$ cat config.mk
export PLATFORM = sky130hd
export DESIGN_NAME = pc_sequencer
export DESIGN_NICKNAME = d
export VERILOG_FILES = /design/src/rtl/pc_sequencer.sv
export SDC_FILE = /design/constraint.sdc
export NUM_CORES = 1
export LEC_CHECK = 0
export CORE_UTILIZATION = 43
export DETAILED_ROUTE_END_ITERATION = 12
export GPL_ROUTABILITY_DRIVEN = 1
export GPL_TIMING_DRIVEN = 1
export MAX_ROUTING_LAYER = met4
export PLACE_DENSITY = 0.84
export SETUP_SLACK_MARGIN = 0.05
export SLEW_MARGIN = 5
export SYNTH_ARGS = -nofsm -noshare
export SYNTH_HDL_FRONTEND = slang
export SYNTH_SLANG_ARGS = --single-unit
$ cat constraint.sdc
create_clock -name clk -period 2.2 [get_ports clk]
set_input_delay 0.55 -clock clk [delete_from_list [all_inputs] [get_ports clk]]
set_output_delay 0.55 -clock clk [all_outputs]
set_load 0.1 [all_outputs]
$ cat src/rtl/pc_sequencer.sv
`default_nettype none
// +------------------------------------------------------------------+
// | pc_sequencer: IF-stage fetch controller (PC update, imem fetch,  |
// | redirect/stall/halt arbitration).           Rev 1.0 initial      |
// +------------------------------------------------------------------+
module pc_sequencer #(
  parameter int              ADDR_W   = 13,
  parameter logic [ADDR_W-1:0] RESET_PC = '0,
  parameter int              STEP     = 1
) (
  input  logic              clk,
  input  logic              reset,
  input  logic              start,
  input  logic              halt_req,
  input  logic              stall,
  input  logic              jump,
  input  logic [ADDR_W-1:0] jump_target,
  input  logic              branch_taken,
  input  logic [ADDR_W-1:0] branch_target,
  input  logic [ADDR_W-1:0] pc_cur,
  input  logic              imem_ack,
  output logic              imem_req,
  output logic              pc_write,
  output logic [ADDR_W-1:0] pc_next,
  output logic              if_valid,
  output logic              flush,
  output logic              busy
);

  localparam logic [ADDR_W-1:0] c_step = ADDR_W'(STEP);

  typedef enum logic [1:0] {
    S_IDLE       = 2'd0,
    S_REQ        = 2'd1,
    S_WAIT_STALL = 2'd2,
    S_HALT       = 2'd3
  } state_t;

  state_t            r_state;
  state_t            w_state_next;
  logic              r_pend_vld;
  logic [ADDR_W-1:0] r_pend_tgt;
  logic              r_halt_pend;
  logic              w_pend_vld_next;
  logic [ADDR_W-1:0] w_pend_tgt_next;
  logic              w_redirect;
  logic [ADDR_W-1:0] w_tgt;
  logic              w_halt;

  assign w_redirect = jump | branch_taken;
  assign w_tgt      = jump ? jump_target : branch_target;
  assign w_halt     = halt_req | r_halt_pend;

  always_ff @(posedge clk) begin
    if (reset) begin
      r_state     <= S_IDLE;
      r_pend_vld  <= 1'b0;
      r_pend_tgt  <= '0;
      r_halt_pend <= 1'b0;
    end else begin
      r_state     <= w_state_next;
      r_pend_vld  <= w_pend_vld_next;
      r_pend_tgt  <= w_pend_tgt_next;
      // Halt stays pending until the FSM actually enters HALT
      r_halt_pend <= w_halt && (w_state_next != S_HALT);
    end
  end

  always_comb begin
    w_state_next    = r_state;
    w_pend_vld_next = r_pend_vld;
    w_pend_tgt_next = r_pend_tgt;
    imem_req        = 1'b0;
    pc_write        = 1'b0;
    pc_next         = pc_cur;
    if_valid        = 1'b0;
    flush           = 1'b0;
    busy            = 1'b0;

    case (r_state)
      S_IDLE: begin
        if (w_redirect) begin
          pc_write = 1'b1;
          pc_next  = w_tgt;
          flush    = 1'b1;
        end
        if (w_halt)      w_state_next = S_HALT;
        else if (start)  w_state_next = S_REQ;
      end

      S_REQ: begin
        imem_req = 1'b1;
        busy     = 1'b1;
        if (imem_ack) begin
          if (w_redirect || r_pend_vld) begin
            pc_write        = 1'b1;
            pc_next         = w_redirect ? w_tgt : r_pend_tgt;
            flush           = w_redirect;
            w_pend_vld_next = 1'b0;
          end else if (!stall) begin
            if_valid = 1'b1;
            pc_write = 1'b1;
            pc_next  = pc_cur + c_step;
          end
          if (w_halt)      w_state_next = S_HALT;
          else if (stall)  w_state_next = S_WAIT_STALL;
          else             w_state_next = S_REQ;
        end else if (w_redirect) begin
          // Address must hold while waiting, so the redirect is deferred
          flush           = 1'b1;
          w_pend_vld_next = 1'b1;
          w_pend_tgt_next = w_tgt;
        end
      end

      S_WAIT_STALL: begin
        busy = 1'b1;
        if (w_redirect) begin
          pc_write = 1'b1;
          pc_next  = w_tgt;
          flush    = 1'b1;
        end
        if (w_halt)      w_state_next = S_HALT;
        else if (!stall) w_state_next = S_REQ;
      end

      S_HALT: begin
        if (start && !halt_req) w_state_next = S_REQ;
      end

      default: w_state_next = S_IDLE;
    endcase

    if (reset) begin
      imem_req = 1'b0;
      pc_write = 1'b1;
      pc_next  = RESET_PC;
      if_valid = 1'b0;
      flush    = 1'b0;
      busy     = 1'b0;
    end
  end

endmodule
`default_nettype wire
==> results of run 1 <==
==> cell usage after synthesis, types with 5 or more instances <==
cell / instances
nand2_1: 31
o21a_1: 6
a21oi_1: 39
nor3_1: 12
mux2i_1: 7
nand2b_1: 14
nor2b_1: 15
o21ai_0: 20
nand3_1: 5
nor3b_1: 5
nor4_1: 5
ha_1: 5
o31ai_1: 5
buf_2: 9
inv_1: 8
dfxtp_1: 17
clkbuf_1: 15
nor2_1: 18
nand3b_1: 5
a211oi_1: 16
==> logic make-up after synthesis <==
logic type / after synthesis / synth area share
flops: 17 / 0.162
buf+inv: 32 / 0.0626
fa+ha+maj: 5 / 0.0298
xor+xnor: 1 / 0.00418
compound gates: 122 / 0.390
simple gates: 124 / 0.312
mux: 8 / 0.0388
==> stage by stage <==
step / cells / cell area [µm²] / hold slack [ns] / setup slack (ns) / setup TNS [ns]
3_3_place_gp: 506 / 4020 / 0.441 / -0.819 / -11.49
3_5_place_dp: 506 / 4020 / 0.454 / -0.876 / -13.07
2_1_floorplan: 309 / 2560 / 0.436 / -0.731 / -5.34
==> out/metrics.csv, run 1 <==
metric,value,unit
die width,71.8,µm
Final GP Congestion,1.06,
# hold bufs at CTS,0,
CTS resizes,148,
H-tree depth,1,
Mean Syn Cell Area,6.79,µm²
mapped cell area,2100,µm²
outcome,stopped before the end,
IO buf count,64,
IO Count,65,
clk sinks,17,
synthesized flop and latch total,17,
synth warn,0,
syn nets,361,
# rows,25,
hpwl dp,7590,µm
Synth async-reset ratio,0,
first error,"[ERROR DPL-0038] Utilization greater than 100%, impossible to legalize",
Clock Path Buffers,2,
Stop stage,clock tree synthesis,
post-synth top area share,0.162,
Syn Inst Count,309,
initial core utilization,0.447,
Cell variety after synth,48,
CTS root buf,clkbuf_8,
ys flop type,dfxtp_1,
Post-CTS Setup Bufs,22,
top cell type by total area after synthesis,dfxtp_1,
TritonCTS Buffers,3,
"Seq/Total Area, Yosys",0.162,
die height,71.8,µm
Post-synth EDFFs,0,
Area contributors post-synth,"dfxtp_1, a21oi_1, a211oi_1",
==> run 2, diff against run 1 <==
==> config.mk (replaced) <==
export PLATFORM = sky130hd
export DESIGN_NAME = pc_sequencer
export DESIGN_NICKNAME = d
export VERILOG_FILES = /design/src/rtl/pc_sequencer.sv
export SDC_FILE = /design/constraint.sdc
export NUM_CORES = 1
export LEC_CHECK = 0
export CORE_UTILIZATION = 39
export DETAILED_ROUTE_END_ITERATION = 12
export GPL_ROUTABILITY_DRIVEN = 1
export GPL_TIMING_DRIVEN = 1
export PLACE_DENSITY_LB_ADDON = 0.15
export SLEW_MARGIN = 5
export SYNTH_ARGS = -nofsm -noshare
export SYNTH_HDL_FRONTEND = slang
export SYNTH_SLANG_ARGS = --single-unit
==> constraint.sdc (replaced) <==
create_clock -name clk -period 2.86 [get_ports clk]
set_input_delay 0.715 -clock clk [delete_from_list [all_inputs] [get_ports clk]]
set_output_delay 0.715 -clock clk [all_outputs]
set_load 0.1 [all_outputs]
==> run 2 against run 1 <==
The flow now finishes, with violations (setup timing). Area after synthesis is the same. Synthesized cell count stayed put.
==> out/metrics.csv, run 2 <==
metric,value,unit,change
synth warn,0,,unchanged
registers with the most flip-flops,"r_pend_tgt x13, r_state x2",,
WS Path Type,input port to output pin,,
pre-CTS setup slack,-0.627,ns,+0.249 ns
reg2reg path depth,9,,
vias,3428,,
crit path max fanout,18,,
drt pass-1 iters,5,,
Cell variety after synth,48,,unchanged
clk sinks,17,,unchanged
Detail Route Antenna Nets,0,,
post-route cell area,4580,µm²,
Post-synth EDFFs,0,,unchanged
H-tree depth,1,,unchanged
Leak,0.00182,µW,
Most Crowded Layer GR,met2,,
most frequent CP cell,buf_12,,
"Seq/Total Area, Yosys",0.162,,unchanged
Final Non-Filler Cells,534,,
grt ovf,0,,
"Cell Area, Placed",3840,µm²,-4.3%
worst setup margin,-0.107,ns,
Syn-to-layout area delta,118,%,
synthesized flop and latch total,17,,unchanged
initial core utilization,0.408,,-0.0389
TritonCTS Buffers,3,,unchanged
Final GP Congestion,0.948,,-11%
hpwl dp,7020,µm,-7.5%
outcome,"finished, violations left",,
worst-skew pair later-pin latency,0.26,ns,
Peak VDD IR,764,µV,
CP Buf/Inv Count,3,,
Mean Syn Cell Area,6.79,µm²,unchanged
Max stage delay on crit path,0.38,ns,
Critical Path Stages,7,,
Worst setup SP type,input port,,
mapped cell area,2100,µm²,unchanged
# DRC,0,,
CP Cell Sequence,"buf_12, buf_12, nand2b_1, a211oi_4, nor3_2, a221oi_4, buf_12",,
Placed Instances,510,,+0.79%
CP Capture Type,output pin,,
syn nets,361,,unchanged
# hold bufs at CTS,0,,unchanged
GRT Total Usage,0.377,,
Worst slew margin,0.648,,
layout cell share with drive strength beyond 1,0.502,,
Synth async-reset ratio,0,,unchanged
WHS,0.460,ns,
GR Util met2,0.658,,
"delay-heaviest family, CP",compound AO/OA/AOI/OAI gates,,
WL/cell,22.3,µm,
min Tclk post-route,2.97,ns,
Clock transition at path regs,0.07,ns,
Slew @ Worst Pin,0.522,ns,
setup TNS,-0.429,ns,
"Req. time, crit path",2.14,ns,
clock group share of total power,0.051,,
sequential share of power,0.096,,
switch share,0.532,,
die height,75.3,µm,+4.9%
largest net degree at the start of global routing,28,,
mean number of vias per cell,6.42,,
post-synth top area share,0.162,,unchanged
ys flop type,dfxtp_1,,
vias in the first global route,3132,,
drt total wl,11900,µm,
Area contributors post-synth,"dfxtp_1, a21oi_1, a211oi_1",,
RSZ-0062 raised after global routing,yes,,
"commonest non-fill, non-tap cell in the layout",buf_4,,
ANT cells,0,,
Core Region,5140,µm²,
Int Pwr,1820,µW,
failing checks,setup timing,,
most frequent cells in the layout,"buf_4, a21oi_1, nand2_1",,
Peak Freq,0.337,GHz,
# rows,26,,+4.0%
Syn Inst Count,309,,unchanged
Largest register FFs,13,,
Psw,2060,µW,
Final Hold Fails,0,,
CTS tree,done,,
maxcap violations,0,,
IO buf count,64,,unchanged
"count leader, synth",a21oi_1,,
IO Count,65,,unchanged
Final setup viols,10,,
top cell type by total area after synthesis,dfxtp_1,,
arrival time worst endpoint,2.25,ns,
first-pass GRT wire length,15800,µm,
Max Slew Vio Count,0,,
M1 GR Usage,0.457,,
WHS Path Cells,2,,
die width,75.3,µm,+4.9%
die area,5670,µm²,
Nets,517,,
Power Dens Cells,847,nW/µm²,
CTS root buf,clkbuf_8,,
Worst path slowest cell,a211oi_4,,
Reg with most FFs,r_pend_tgt,,
Clock Skew,0.0101,ns,
met3 usage,0.0556,,
combinational power share,0.853,,
top post-synthesis cells by count,"a21oi_1, nand2_1, o21ai_0",,
number of antenna violations at the first check in global routing,0,,
Clock Path Buffers,2,,unchanged
fin crit share,1.04,,
Initial DRC Count,381,,
min-delay worst type,flip-flop to flip-flop,,
## run 2: cell counts after synthesis
No cell type changed its count.
## run 2: final cells by class
class / count / area [µm²]
Multi-Input combinational cell: 260 / 2280
Tap cell: 70 / 87.6
Inverter: 8 / 36.3
Clock buffer: 3 / 41.3
Clock inverter: 1 / 5.00
Timing Repair Buffer: 175 / 1780
Fill cell: 245 / 562
Sequential cell: 17 / 347
## run 2: what timing repair did
item,in CTS,in global routing
cloned,1,0
endpoints found under the setup margin,16,13
setup buffers,10,11
gates resized for setup,115,64
pin swaps,23,34
## run 2: per-stage QoR
stage	power [µW]	utilization
after floorplan	2000	-
after global placement	3020	0.748
after detailed placement	3040	0.748
after CTS	3450	0.832
after global routing	4000	0.891
final	3880	0.891
## run 2: worst paths after layout
path / start / to / slack [ns]
max reg2reg: r_state[1]$_SDFF_PP0_ / r_pend_tgt[5]$_SDFFE_PP0P_ / 0.99
min: r_pend_tgt[10]$_SDFFE_PP0P_ / r_pend_tgt[10]$_SDFFE_PP0P_ / 0.46
max: branch_taken / pc_next[3] / -0.11
min reg2reg: r_pend_tgt[10]$_SDFFE_PP0P_ / r_pend_tgt[10]$_SDFFE_PP0P_ / 0.46
## run 2: logic make-up after synthesis
| logic type | after synthesis | share of synthesized area |
|---|---|---|
| compound gates | 122 | 0.390 |
| flops | 17 | 0.162 |
| mux | 8 | 0.0388 |
| xor+xnor | 1 | 0.00418 |
| buf+inv | 32 | 0.0626 |
| fa+ha+maj | 5 | 0.0298 |
| simple gates | 124 | 0.312 |
## run 2: tightest hold or removal path, cell delays in order, from the launching register on
cell and delay, ns:
dfxtp_1 0.31, nand2_1 0.05, a21oi_1 0.05
## run 2: power by group through the flow
stage	Combinational [µW]	Clock [µW]	Sequential, µW
6_report	3310	197	371
5_1_grt	3410	207	375
4_1_cts	2900	200	353
3_5_place_dp	2690	0	349
3_3_place_gp	2670	0	346
2_1_floorplan	1660	0	337
## run 2: layer usage
| metal | part of all wire | routed length, µm |
|---|---|---|
| met1 | 0.37 | 4420 |
| met2 | 0.50 | 5910 |
| met3 | 0.089 | 1060 |
| met4 | 0.041 | 490 |
| met5 | 0 | 0 |
Power figures use the tool's default switching activity.
==> run 3, diff against run 2 <==
--- a/config.mk
+++ b/config.mk
@@ -6,6 +6,7 @@
 export NUM_CORES = 1
 export LEC_CHECK = 0
 export CORE_UTILIZATION = 39
+export CTS_BUF_LIST = sky130_fd_sc_hd__clkbuf_4 sky130_fd_sc_hd__clkbuf_8
 export DETAILED_ROUTE_END_ITERATION = 12
 export GPL_ROUTABILITY_DRIVEN = 1
 export GPL_TIMING_DRIVEN = 1
==> results of run 3 <==
Same layout as run 2: the final DEF is identical, and so are final timing and power.
==> patch, RTL diff (settings of run 3) <==
The parameter `ADDR_W` goes from 13 to 12.
--- a/src/rtl/pc_sequencer.sv
+++ b/src/rtl/pc_sequencer.sv
@@ -6,3 +6,3 @@
 module pc_sequencer #(
-  parameter int              ADDR_W   = 13,
+  parameter int              ADDR_W   = 12,
   parameter logic [ADDR_W-1:0] RESET_PC = '0,
Ports: changed (resized branch_target, jump_target, pc_cur and pc_next); port bits go from 65 to 61. The function was not compared with the original's and may differ.
==> patch against run 3 <==
The flow still finishes with violations (negative setup slack). First-iteration DRC count is 45% lower. Total power is 36% lower. Area after synthesis is 10% lower. Hold slack better by 0.0014 ns. Cell area is 23% lower. Sequential share of layout area is 1.5 points higher. Setup slack worse by 0.025 ns. Wire length is 33% lower. Global-route usage is 6.9 points lower. Sequential cell count is 1 lower. Critical path type unchanged. Highest routed layer unchanged.
==> patch: results (changes against run 3) <==
RD Place Congestion = 0.9666 (+1.9%)
post-synth cell types = 54 (+13%)
crit path launch = stall
vias in the first global route = 2,641 (-16%)
# fillers = 293 (+20%)
CP max-delay cell = a311oi_4
DR iter-0 viols = 208 (-45%)
hold-critical path endpoint = r_pend_tgt[11]
clock skew = 0.003190 ns (-0.006907 ns)
slew margin rel. = 65.06% (+0.21 points)
Mapped Nets = 336 (-6.9%)
GRT Total Usage = 30.76% (-6.9 points)
status = complete, but fails checks
Synth area leaders = dfxtp_1 17%, nand2_1 8.9%, a21oi_1 6.6%
Setup-failing EPs final = 5 (-5)
final worst slack = -0.1323 ns (-0.02483 ns)
Hold Slack = 0.4618 ns (+0.001422 ns)
Critical Path Sink = pc_next[5]
Worst EP arrival = 2.28 ns (+0.03 ns)
VDD IR max = 0.4486 mV (-41%)
Hold Startpoint = r_pend_tgt[11]
failing checks = negative setup slack
pin count of the biggest net entering global routing = 17 (-39%)
static leakage = 1.451 nW (-20%)
setup_tns = -0.2502 ns (+0.1788 ns)
HPWL Detailed = 5.675 mm (-19%)
==> patch: timing repair <==
item,in CTS,in global routing
hold buffers,0,0
setup endpoints to repair,15,12
resized for setup,106,29
gates cloned,3,0
hold endpoints to repair,0,0
setup buffers,3,3
pin swaps,26,22
==> patch: layer usage <==
metal,share of wire (%),GRT usage [%],vias up
met2,48,52.17,165
met4,3.4,15.25,0
met1,40,37.41,1300
li1,-,-,1275
met3,8.3,5.767,32
met5,0,0,-
==> patch: cell families (layout without fill, tap and decap cells) <==
family / count (synthesis) / after routing / share of synthesized area, %
AOI/OAI and AO/OA: 108 / 108 / 36.52
adders and majority gates: 5 / 5 / 3.313
xor gates and xnor gates: 7 / 7 / 3.247
buffers and inverters: 34 / 143 / 7.886
DFF: 16 / 16 / 16.97
muxes: 7 / 7 / 3.711
and+or+nand+nor: 110 / 111 / 28.36
==> patch: cell type report <==
class	count	area, µm²	share of cell area [%]
multi-input combinational	238	1778	50.14
tap	52	65.06	1.835
clock buffer	3	41.29	1.164
inverter	14	57.56	1.623
timing repair buffer	126	1281	36.13
sequential	16	322.8	9.104
==> patch: where the power goes <==
group / total, W / switching (W) / internal, W
combinational: 0.00200 / 0.00121 / 0.000785
clock: 0.000189 / 0.0000951 / 0.0000940
sequential: 0.000312 / 0.0000442 / 0.000268
==> patch: worst min-delay path, delay by kind of cell, from the launching register on <==
family,cells,cell delay [ns]
DFF,1,0.32
and+or+nand+nor,1,0.05
AOI/OAI and AO/OA,1,0.05
==> patch: metrics by stage <==
| step | setup WS [ns] | instances |
|---|---|---|
| after floorplan | -0.3919 | 287 |
| after global placement | -0.4641 | 438 |
| after detailed placement | -0.4872 | 438 |
| after CTS | -0.08625 | 447 |
| after global routing | -0.1469 | 449 |
| final | -0.1323 | 449 |
